==> config.mk <==
export PLATFORM = sky130hd
export DESIGN_NAME = zaxxon_sound_latch
export DESIGN_NICKNAME = d
export VERILOG_FILES = /design/src/rtl/zaxxon_sound_pkg.sv /design/src/rtl/zaxxon_oneshot.sv /design/src/rtl/zaxxon_sound_latch.sv
export SDC_FILE = /design/constraint.sdc
export NUM_CORES = 1
export LEC_CHECK = 0
export BUFFER_PORTS_ARGS = -buffer_cell sky130_fd_sc_hd__buf_2
export CAP_MARGIN = 25
export CELL_PAD_IN_SITES_DETAIL_PLACEMENT = 0
export CELL_PAD_IN_SITES_GLOBAL_PLACEMENT = 1
export CORE_MARGIN = 8
export CORE_UTILIZATION = 41
export DETAILED_ROUTE_END_ITERATION = 6
export GPL_TIMING_DRIVEN = 0
export HOLD_SLACK_MARGIN = 0.15
export PLACE_DENSITY_LB_ADDON = 0.1
export SLEW_MARGIN = 10
export SYNTH_ARGS = -nofsm -noshare
export SYNTH_HDL_FRONTEND = slang
export SYNTH_SLANG_ARGS = --single-unit
==> constraint.sdc <==
create_clock -name clk_sys -period 2.8 [get_ports clk_sys]
set_clock_uncertainty 0.2 [all_clocks]
set_input_delay 0.42 -clock clk_sys [delete_from_list [all_inputs] [get_ports clk_sys]]
set_output_delay 0.42 -clock clk_sys [all_outputs]
set_load 0.02 [all_outputs]
==> src/rtl/zaxxon_sound_pkg.sv <==
// Shared constants and types for the Zaxxon sound latch.
//   ADDR_*       : CPU register select codes
//   ONESHOT_W    : width of each one-shot down-counter
//   NUM_ONESHOT  : number of PORTB bits that own a one-shot
//   cpu_req_t    : one-cycle CPU bus request
package zaxxon_sound_pkg;

  localparam logic [1:0] ADDR_PORTA  = 2'd0;
  localparam logic [1:0] ADDR_PORTB  = 2'd1;
  localparam logic [1:0] ADDR_MASK   = 2'd2;
  localparam logic [1:0] ADDR_STATUS = 2'd3;

  localparam int ONESHOT_W   = 16;
  localparam int NUM_ONESHOT = 4;

  typedef struct packed {
    logic       wr;
    logic       rd;
    logic [1:0] addr;
    logic [7:0] din;
  } cpu_req_t;

endpackage

==> src/rtl/zaxxon_oneshot.sv <==
// Retriggerable one-shot: loads LEN on fire, then counts down to zero.
//   clk_sys : system clock
//   reset   : synchronous active-high reset, clears the count
//   fire    : load LEN this edge (takes priority over decrement)
//   active  : high while the count is nonzero
module zaxxon_oneshot
  import zaxxon_sound_pkg::*;
#(
  parameter logic [ONESHOT_W-1:0] LEN = 16'd24000
) (
  input  logic clk_sys,
  input  logic reset,
  input  logic fire,
  output logic active
);

  logic [ONESHOT_W-1:0] cnt;

  always_ff @(posedge clk_sys) begin
    if (reset)            cnt <= '0;
    else if (fire)        cnt <= LEN;
    else if (cnt != '0)   cnt <= cnt - 1'b1;
  end

  // LEN of zero loads zero, so no pulse is ever produced.
  assign active = (cnt != '0);

endmodule

==> src/rtl/zaxxon_sound_latch.sv <==
// CPU-writable sound latch driving the discrete sound generator.
//   clk_sys  : system clock
//   reset    : synchronous active-high reset
//   cpu_wr   : write strobe (one cycle)
//   cpu_rd   : read strobe (one cycle)
//   cpu_addr : 0 PORTA, 1 PORTB, 2 MASK, 3 STATUS (read-only)
//   cpu_din  : write data
//   cpu_dout : registered read data
//   trig     : [3:0] level sounds from PORTA (active-low written),
//              [7:4] one-shots fired by PORTB 1->0 writes
module zaxxon_sound_latch
  import zaxxon_sound_pkg::*;
#(
  parameter logic [ONESHOT_W-1:0] ONESHOT_LEN = 16'd24000
) (
  input  logic       clk_sys,
  input  logic       reset,
  input  logic       cpu_wr,
  input  logic       cpu_rd,
  input  logic [1:0] cpu_addr,
  input  logic [7:0] cpu_din,
  output logic [7:0] cpu_dout,
  output logic [7:0] trig
);

  cpu_req_t req;
  assign req = '{wr: cpu_wr, rd: cpu_rd, addr: cpu_addr, din: cpu_din};

  logic [7:0] porta, portb, mask;
  logic [NUM_ONESHOT-1:0] fire, active;

  always_ff @(posedge clk_sys) begin
    if (reset) begin
      porta <= 8'hFF;
      portb <= 8'hFF;
      mask  <= 8'hFF;
    end else if (req.wr) begin
      case (req.addr)
        ADDR_PORTA: porta <= req.din;
        ADDR_PORTB: portb <= req.din;
        ADDR_MASK:  mask  <= req.din;
        default:    ;
      endcase
    end
  end

  // Fire on a 1->0 transition of each low PORTB bit, judged against the
  // value held before this write.
  assign fire = {NUM_ONESHOT{req.wr && (req.addr == ADDR_PORTB)}}
              & portb[NUM_ONESHOT-1:0] & ~req.din[NUM_ONESHOT-1:0];

  zaxxon_oneshot #(.LEN(ONESHOT_LEN)) u_os [NUM_ONESHOT-1:0] (
    .clk_sys (clk_sys),
    .reset   (reset),
    .fire    (fire),
    .active  (active)
  );

  // Mask gates outputs only; masked one-shots keep counting.
  assign trig = {active & mask[7:4], ~porta[3:0] & mask[3:0]};

  logic [7:0] rd_mux;
  always_comb begin
    rd_mux = 8'h00;
    case (req.addr)
      ADDR_PORTA:  rd_mux = porta;
      ADDR_PORTB:  rd_mux = portb;
      ADDR_MASK:   rd_mux = mask;
      ADDR_STATUS: rd_mux = {4'b0000, active};
      default:     rd_mux = 8'h00;
    endcase
  end

  // A read colliding with a write is dropped.
  always_ff @(posedge clk_sys) begin
    if (reset)                   cpu_dout <= 8'h00;
    else if (req.rd && !req.wr)  cpu_dout <= rd_mux;
  end

endmodule

* Word-level counts from Yosys, hierarchy flattened
Cells that the tools add are included.
Word-level totals: output and inout bits 16, input port bits 14, logic and storage cells 53, flip-flop bits (word level) 96
Cells by class: bitwise gates (word level) 6, reductions and logical operators 19, $add $sub $neg 4, eq/ne operators 3, muxes and demuxes 9
Operators by type and width (count):
- $mux 15 | 8
- $reduce_bool 16->1 | 4
- $sub 16x1->16 const B | 4
- $pmux 8 s4 | 1
- $and 4x4->4 | 4
- $not 4->4 | 2
- $reduce_bool 2->1 | 4
- $reduce_or 2->1 | 4
- $reduce_and 2->1 | 3
- $eq 2x2->1 const B | 2
- $eq 2x1->1 const B | 1
- $logic_and 1x1->1 | 2
- $logic_not 2->1 | 1
- $logic_not 1->1 | 1

* Longest topological paths before layout
Gate-level depths: netlist of run 1.
depth in word-level cells 5, gate-level depth with buffers 9, mapped depth without buffers 7

* By module
From an unflattened synthesis of run 1, not the netlist that was laid out.
Second synthesis, totals: cell total of the unflattened synthesis 557, area total of the unflattened synthesis 4854.7 sq um
Modules (own cells, without submodules):
- zaxxon_oneshot | seq. area each 320.3 sq um, instances 4, cells an instance 102, area each 845.8 sq um
- zaxxon_sound_latch | seq. area each 640.6 sq um, instances 1, cells an instance 149, area each 1471.4 sq um

* Least setup slack after synthesis of run 1
No wires, ideal clock.
path kind flip-flop to output port, from reg u_os[0].cnt[0], to out trig[4], cell stages (with the launch flop) 8, required time 2180 ps, setup slack 63 ps, buffers on the path 1, arrival time 2117 ps, cell sequence dfxtp_1 inv_1 ha_1 or4b_4 or4_4 or2_0 buf_6 and2_2
Between the ends: word-level cells in the longest chain between the ends 2
Ends and longest elaborated chain:
- start: declaration | line zaxxon_oneshot.sv:17 | logic [ONESHOT_W-1:0] cnt;
- start signal: assignment | line zaxxon_oneshot.sv:22 | else if (cnt != '0) cnt <= cnt - 1'b1;
- $reduce_bool 16->1 | line zaxxon_oneshot.sv:26 | assign active = (cnt != '0);
- $and 4x4->4 | line zaxxon_sound_latch.sv:60 | assign trig = {active & mask[7:4], ~porta[3:0] & mask[3:0]};
- end: declaration | line zaxxon_sound_latch.sv:23 | output logic [7:0] trig
No other way between the ends.

* Worst setup path in the final report of run 1
Ends and elaborated chain as after synthesis.

==> results of run 1 <==
-- power groups by stage --
stage / logic, uW / clock network, uW / registers [uW]
detailed placement: 2600 / 0 / 2160
global route: 3440 / 976 / 2220
global placement: 2590 / 0 / 2150
CTS: 2990 / 925 / 2130
finish: 3070 / 882 / 2160
floorplan: 2140 / 0 / 2080
-- worst paths after layout --
path	from	end	slack [ns]	depth (start not counted)
setup / recovery	u_os[0].cnt[0]	trig[4]	-0.21	7
hold / removal	portb[6]	portb[6]	0.28	2
setup reg to reg	u_os[2].cnt[1]	u_os[2].cnt[14]	0.28	8
hold reg to reg	portb[6]	portb[6]	0.28	2
-- flip-flops by register name, summed over array words and instances, names as in the netlist --
register	cells
cpu_dout	8
portb	8
porta	8
u_os.cnt	64
mask	8
-- routing by layer --
metal / vias up / wire [um] / GRT usage / part of all wire
li1: 2007 / - / - / -
met4: 0 / 163 / 0.0726 / 0.015
met3: 11 / 491 / 0.0354 / 0.044
met5: - / 0 / 0 / 0
met2: 73 / 4690 / 0.228 / 0.43
met1: 1855 / 5690 / 0.216 / 0.52
-- placed cells by master, fill, tap and decap left out, types with 4 or more instances in the layout --
cell / Yosys / layout
sky130_fd_sc_hd__dfxtp_1: 96 / 84
sky130_fd_sc_hd__nor2_1: 60 / 60
sky130_fd_sc_hd__nand2_1: 42 / 42
sky130_fd_sc_hd__a21oi_1: 37 / 37
sky130_fd_sc_hd__buf_2: 2 / 27
sky130_fd_sc_hd__nor3_1: 25 / 25
sky130_fd_sc_hd__xnor2_1: 20 / 20
sky130_fd_sc_hd__clkbuf_1: 21 / 20
sky130_fd_sc_hd__nand3b_1: 19 / 19
sky130_fd_sc_hd__buf_4: 0 / 19
sky130_fd_sc_hd__xor2_1: 18 / 18
sky130_fd_sc_hd__a211o_1: 17 / 17
sky130_fd_sc_hd__nor2b_1: 15 / 15
sky130_fd_sc_hd__dfxtp_2: 0 / 12
sky130_fd_sc_hd__nor4_1: 11 / 10
sky130_fd_sc_hd__nand2b_1: 10 / 10
sky130_fd_sc_hd__o21ai_0: 9 / 9
sky130_fd_sc_hd__clkbuf_8: 0 / 9
sky130_fd_sc_hd__a31oi_1: 8 / 8
sky130_fd_sc_hd__a211oi_1: 8 / 8
sky130_fd_sc_hd__and3_1: 8 / 8
sky130_fd_sc_hd__dlygate4sd3_1: 0 / 8
sky130_fd_sc_hd__or3_1: 7 / 7
sky130_fd_sc_hd__nand3_1: 7 / 7
sky130_fd_sc_hd__mux2i_1: 7 / 7
sky130_fd_sc_hd__inv_1: 10 / 6
sky130_fd_sc_hd__or4_4: 1 / 6
sky130_fd_sc_hd__nand4_1: 6 / 6
sky130_fd_sc_hd__or4_1: 10 / 5
sky130_fd_sc_hd__nand4b_1: 5 / 5
sky130_fd_sc_hd__inv_2: 0 / 4
sky130_fd_sc_hd__and2_1: 5 / 4
-- what timing repair did --
action / CTS / global route
hold buffers: 8 / 0
setup buffers: 14 / 5
endpoints found under the hold margin: 16 / 0
pin swaps: 8 / 3
gates resized for setup: 35 / 11
endpoints found under the setup margin: 4 / 4
-- cell families (layout without fill, tap and decap cells) --
group,Yosys count,count (layout)
xor gates and xnor gates,38,38
muxes,10,10
DFF,96,96
buffers and inverters,34,100
AOI/OAI and AO/OA,93,93
adders and majority gates,4,4
and+or+nand+nor,250,250
-- per-stage QoR --
step | instance area (um^2) | utilization | setup WS (ns) | power, uW
final | 5350 | 0.495 | -0.206 | 6110
after global routing | 5350 | 0.495 | -0.274 | 6630
after CTS | 5300 | 0.491 | -0.255 | 6050
after detailed placement | 4850 | 0.449 | -0.162 | 4760
after global placement | 4850 | 0.449 | -0.161 | 4740
after floorplan | 4530 | - | 0.0631 | 4220
-- tightest hold or removal path, delay by kind of cell, from the launching register on --
kind	cells	cell delay [ns]
flip-flops	1	0.33
AND/OR/NAND/NOR	2	0.12
-- area by class of cell --
cell class / count / area (um^2)
flip-flops and latches: 96 / 1940
well taps: 140 / 175
multi-input cells: 395 / 2560
repair buffers: 55 / 375
clock inverters: 4 / 45.0
plain buffers: 19 / 83.8
fillers: 1073 / 5450
clock buffers: 12 / 135
inverters: 10 / 37.5
==> summary by stage, run 1 <==
GRT
The initial antenna violation count is 0. The maximum number of pins on one net before global-route repair is 15. The via count of the first global-routing pass is between 3k and 4k.

Across every metal layer, demand over resource in global routing totals 0.157. The first global-routing pass estimated between 15000 and 20000 um of wire. The final global-route overflow total is 0.

STA
The tightest hold path in the finished design has a slack of about 0.28 ns. The maximum achievable frequency is between 300 and 400 MHz. Dividing the final minimum period by the clock period gives 1.07. Summed over all failing endpoints, the final setup total negative slack is -0.206 ns. After layout, the worst setup slack is -0.206 ns. The number of endpoints with negative hold slack in the final report is 0.

The final number of setup-violating endpoints is 1. The final max-slew violation count is 0. The worst relative slew slack is 0.416. For the pin with the worst max-slew slack, the measured transition is slightly below 0.9 ns. Setup repair after global routing could not meet its margin everywhere. The final period demand of the worst path is roughly 3.0 ns.

Floorplanning
The starting density of the core is 0.420. From left edge to right edge, the die measures between 100 and 150 um. The boundary pin count is 30. The area enclosed by the die boundary is 14700 um^2. The initialized floorplan defines 38 standard-cell rows. The floorplan die height is 121 um. After floorplanning, the core was sized to cover between 10000 and 15000 um^2.

Setup path
On the critical path the largest part of the delay comes from simple AND/OR/NAND/NOR gates. The data arrival time of the worst path is roughly 2.4 ns. Counting both buffers and inverters, the worst setup path holds a total of 2. The maximum cell stage delay along the critical path is approximately 0.50 ns.

The cell with the largest stage delay on the worst path is sky130_fd_sc_hd__or4_4. Walking the worst path, the cells encountered are inv_2 -> ha_4 -> or4b_4 -> or4_4 -> or2_4 -> and2_4 -> buf_6. The category of the worst setup path capture point is an output pin. The required time of the worst setup path is 2.18 ns. Of all nets on the critical path, the largest fanout is 2. The worst setup path is of the reg2out kind. The kind of start point of the critical path is a register.

Synthesis
The number of warning messages in the yosys log is 0. After synthesis, the most frequently instantiated cells are sky130_fd_sc_hd__dfxtp_1 (96), sky130_fd_sc_hd__nor2_1 (60), sky130_fd_sc_hd__nand2_1 (42), sky130_fd_sc_hd__a21oi_1 (37), sky130_fd_sc_hd__nor3_1 (25). The synthesized design contains 96 register bits.

Among all cell types in the netlist, the one instantiated most often is sky130_fd_sc_hd__dfxtp_1. Of the post-synthesis cell area, the dominant cell type holds 0.424. Of the total synthesized cell area, the portion taken by full adders, half adders and majority gates is 0.0110.

Of the total synthesized cell area, the portion taken by XOR and XNOR cells is 0.0735. By area, the combinational part of the netlist is dominated by simple AND/OR/NAND/NOR gates. The netlist uses just over 50 different library cells. The part of the Yosys area used for sequential elements is 0.424.

The async set or reset register ratio after synthesis is 0. The largest area contributor in the netlist is sky130_fd_sc_hd__dfxtp_1. The synthesized instance count is around 530. After synthesis, the share of cell area in mux cells is 0.0229. The post-synthesis compound-gate area fraction is 0.136. Each instance of the synthesized netlist takes up on average about 8.6 um^2. In this run the cell area of the synthesized design comes to between 4000 and 5000 um^2. Yosys mapped a number of flops with a built-in enable equal to 0. Among all flip-flop cells after synthesis, the most frequent one is sky130_fd_sc_hd__dfxtp_1. When the netlist entered floorplanning its net count stood at roughly 540. Of the total synthesized cell area, the portion taken by AND, OR, NAND and NOR gates is 0.302. By area the synthesized netlist is led by sky130_fd_sc_hd__dfxtp_1 (42%), sky130_fd_sc_hd__nor2_1 (5.0%), sky130_fd_sc_hd__a21oi_1 (4.1%).

Route
The average detailed-routed wire length per instance is ~15 um. The via count is 3946. For this run, the detailed router's first-pass iteration total came to 4. The post-detailed-routing wire length is 11000 um. After the first detailed-routing iteration, the DRC count stood at 270.

The number of routed nets with antenna violations is 0. After detailed routing, the number of remaining DRC violations is 0. Using the TritonRoute via totals, the vias-per-cell ratio works out to roughly 5.4.

Pwr
Power spread over the standard cell area amounts to approximately 1100 nW/um^2. The part of the power in combinational logic is 0.503. In this run the static leakage power is just over 0.002 uW. The proportion of total power due to net switching is 0.398. The worst IR drop on VDD is approximately 0.72 mV. Of the total power, the clock network draws 0.144. The internal power is about 3700 uW. The net switching power is approximately 2400 uW. The part of the total power dissipated in sequential elements is 0.353.

Min path
The path class of the lowest-slack min-delay path is reg2reg.

Layout
The area added between synthesis and finish is 18.0%. The fraction of layout cells with a size suffix above 1 is 0.184. For this run, the number of standard cells in the final layout without fillers is between 700 and 800. The number of antenna diodes in the final layout is 0. The net count of the finished layout is around 600.

Clock tree
The CTS clock-pin slew for the worst setup and hold paths is 0.09 ns. The root buffer cell chosen for the clock tree is sky130_fd_sc_hd__clkbuf_8. For this design, the sink count on the clock tree is 96. The deepest level of the CTS H-tree is 3. The later-pin clock latency in the skew report is 0.36 ns. The deepest clock path buffer count is 2.

The clock tree from TritonCTS is done. The number of CTS-inserted buffers is 9.

Placement
The placer congestion estimate is approximately 0.78. The half-perimeter wire length after placement is 7660 um. The count of buffers added on input and output ports is 28.

Counting tap cells, the placed design contains a total of 693 instances.

Job
The max-cap check violation count is 0.

Run status
The checks that failed: negative setup slack. The run finished, with violations left.
(Power assumes the default switching activity.)
==> run 2: changes to the inputs <==
--- a/config.mk
+++ b/config.mk
@@ -6,11 +6,11 @@
 export NUM_CORES = 1
 export LEC_CHECK = 0
 export BUFFER_PORTS_ARGS = -buffer_cell sky130_fd_sc_hd__buf_2
-export CAP_MARGIN = 25
 export CELL_PAD_IN_SITES_DETAIL_PLACEMENT = 0
 export CELL_PAD_IN_SITES_GLOBAL_PLACEMENT = 1
+export CORE_ASPECT_RATIO = 1.1
 export CORE_MARGIN = 8
-export CORE_UTILIZATION = 41
+export CORE_UTILIZATION = 40
 export DETAILED_ROUTE_END_ITERATION = 6
 export GPL_TIMING_DRIVEN = 0
 export HOLD_SLACK_MARGIN = 0.15
==> run 2 against run 1 <==
The run still ends with negative setup slack left; via count is 0.43% lower; final cell count is 0.27% higher; non-clock buffer count is 5 lower; hold slack better by 0.0022 ns; flip-flop and latch count stayed put; clock-buffer cell count is 1 higher; largest cell class unchanged; critical path type unchanged; sequential share of layout area is 0.56 points lower.
==> summary by stage, run 2 (synthesis gave the netlist of run 1 again) <==
Run status
The flow ran to the end, but the final reports show violations. The final reports fail on negative setup slack.

Pwr
The internal power is 3920 uW (+6.7%). The part of the power in combinational logic came to 0.466 (-0.037). The worst IR drop on VDD is 0.517 mV (-28%). The part of the total power dissipated in the clock network is 0.197 (+0.053). The proportion of total power due to net switching is 0.387 (-0.0111). The total leakage power is 0.00210 uW (+1.3%). The power per cell area is 1180 nW/um^2 (+3.6%). The part of the total power dissipated in sequential elements came to 0.337 (-0.016). The net switching power is 2480 uW (+1.8%).

Route
The total iterations of the first detailed-routing run came to 4 (unchanged). The total DRC errors in the routed layout came to 0 (unchanged). The post-detailed-routing wire length is 11500 um (+4.3%). The number of vias per cell after detailed routing was 5.36 (-0.70%). The via count is 3929 (-0.43%). The number of design-rule violations left by the first detailed-router iteration is 242 (-10%). The average detailed-routed wire length per instance is 15.7 um (+4.1%). The number of routed nets with antenna violations came to 0 (unchanged).

Placement
The half-perimeter wire length after placement is 7770 um (+1.6%). The post-placement cell area is 4850 um^2 (+0.18%). The count of port buffers added during placement is 28 (unchanged). The placer congestion estimate is 0.781 (+0.75%).

STA
The number of endpoints with negative hold slack in the final report came to 0 (unchanged). The final period demand of the worst path was 2.96 ns (-0.0458 ns). The fraction of the cycle the final worst path needs was 1.06 (-0.0164). The post-layout worst setup margin is -0.160 ns (+0.0458 ns). The maximum achievable frequency is 338 MHz (+1.5%). Setup repair after global routing could not meet its margin everywhere.

The final max-slew violation count came to 0 (unchanged). The worst relative slew slack was 0.364 (-0.0525). The slew of the pin with the lowest slew margin is 0.952 ns (+0.0847 ns).

The final worst hold slack was 0.279 ns (+0.00218 ns). The final number of setup-violating endpoints is 1 (unchanged).

Clock tree
The deepest clock path buffer count is 2 (unchanged). The number of CTS-inserted buffers is 9 (unchanged). The deepest level of the CTS H-tree is 3 (unchanged). The cell chosen for the clock root is sky130_fd_sc_hd__clkbuf_16. The later-pin clock latency in the skew report is 0.34 ns (-0.02 ns). The number of sinks handled by clock tree synthesis is 96 (unchanged).

TritonCTS built the clock tree. The CTS clock-pin slew for the worst setup and hold paths is 0.06 ns (-0.03 ns).

GRT
The global-route usage over all layers came to 0.157 (-0.000348). The initial antenna violation count is 0 (unchanged). The first-pass GRT wire length is 19200 um (+3.4%). The via count of the first global-routing pass is 3814 (+2.1%). The final global-route overflow total is 0 (unchanged). The maximum number of pins on one net before global-route repair came to 15 (unchanged).

Layout
The area of combinational cells with multiple inputs came to 2540 um^2 (-0.73%). The library cell used most frequently in the layout, excluding fill and tap cells, is sky130_fd_sc_hd__dfxtp_1. The number of flip-flops in the largest register came to 64 (unchanged). The flip-flop and latch area was 1930 um^2 (-0.45%). The net count of the finished layout is 599 (-0.83%). The fraction of layout cells with a size suffix above 1 is 0.160 (-0.0240). Ranked by flip-flop count, first place goes to u_os.cnt. The post-route cell area is 5410 um^2 (+1.1%). The number of inserted diodes is 0 (unchanged). The library cells used most frequently in the layout, excluding fill and tap cells, are sky130_fd_sc_hd__dfxtp_1 (91), sky130_fd_sc_hd__nor2_1 (60), sky130_fd_sc_hd__nand2_1 (42). The area added between synthesis and finish is 19.4%. The fill cell total of the finished layout is 1070 (-0.28%).

Setup path
The data arrival time of the worst path is 2.34 ns (-0.05 ns). Walking the worst path, the cells encountered are inv_2 -> ha_4 -> or4b_4 -> or4_4 -> or2_4 -> and2_4 -> buf_6. Among all stages on the critical path, the largest delay is contributed by sky130_fd_sc_hd__or4_4. The required time of the worst setup path came to 2.18 ns (about the same).

The critical path is of the reg2out type. STA classifies the critical path endpoint as an output pin. The maximum cell stage delay along the critical path is 0.50 ns (about the same). The biggest fanout along the worst timing path was 2 (unchanged). The kind of start point of the critical path is a register.

Job
The max-cap check violation count came to 0 (unchanged).

Min path
The path class of the lowest-slack min-delay path is reg2reg.

Floorplanning
The starting density of the core is 0.413 (-0.00642). The row count is 40 (+5.3%). The core area is 11000 um^2 (+1.6%). The floorplan die height is 128 um (+5.4%). The floorplan die width was 117 um (-3.0%). The area enclosed by the die boundary was 15000 um^2 (+2.2%). The boundary pin count came to 30 (unchanged).
## run 2: through the flow
stage	worst slack (ns)	power, uW	setup TNS, ns	util	cells
4_1_cts	-0.205	6390	-0.205	0.493	735
6_report	-0.160	6400	-0.160	0.493	733
2_1_floorplan	0.0631	4220	0	-	525
5_1_grt	-0.219	6880	-0.219	0.493	733
3_3_place_gp	-0.164	4740	-0.321	0.443	700
3_5_place_dp	-0.169	4760	-0.379	0.443	700
## run 2: power by group through the flow
stage                     logic, uW  clock network (uW)  registers, uW
after floorplan                2140                   0           2080
after global placement         2590                   0           2150
after detailed placement       2610                   0           2160
after CTS                      2970                1290           2140
after global routing           3320                1340           2220
final                          2980                1260           2160
## run 2: final cells by class
type,count,share of cell area
multi-input cells,395,0.470
flip-flops and latches,96,0.357
clock inverters,3,0.00740
well taps,147,0.0340
plain buffers,19,0.0148
inverters,10,0.00694
clock buffers,13,0.0481
repair buffers,50,0.0625
## run 2: worst max-delay path: cells and delay by family, from the launching register on
family	cells	cell delay [ns]
DFF	1	0.32
and+or+nand+nor	4	1.35
adders and majority gates	1	0.13
buffers and inverters	2	0.19
## run 2: repair_timing
action,CTS,global route
resized for setup,25,9
setup buffers,13,1
hold buffers,8,0
endpoints found under the hold margin,14,0
gates cloned,0,0
setup endpoints to repair,4,4
pin swaps,8,6
## run 2: path summary, 6_finish.rpt
check	from	end	slack [ns]	cells after the start
worst max-delay path	u_os[0].cnt[0]	trig[4]	-0.16	7
worst min-delay path	u_os[0].cnt[4]	u_os[0].cnt[4]	0.28	2
worst max register to register	u_os[2].cnt[0]	u_os[2].cnt[14]	0.31	8
worst min register to register	u_os[0].cnt[4]	u_os[0].cnt[4]	0.28	2
## run 2: metal layers
metal,routed length [um],vias up,global-route usage
li1,-,1999,-
met5,0,-,0
met2,5250,64,0.246
met4,139,0,0.0671
met1,5770,1858,0.207
met3,361,8,0.0273
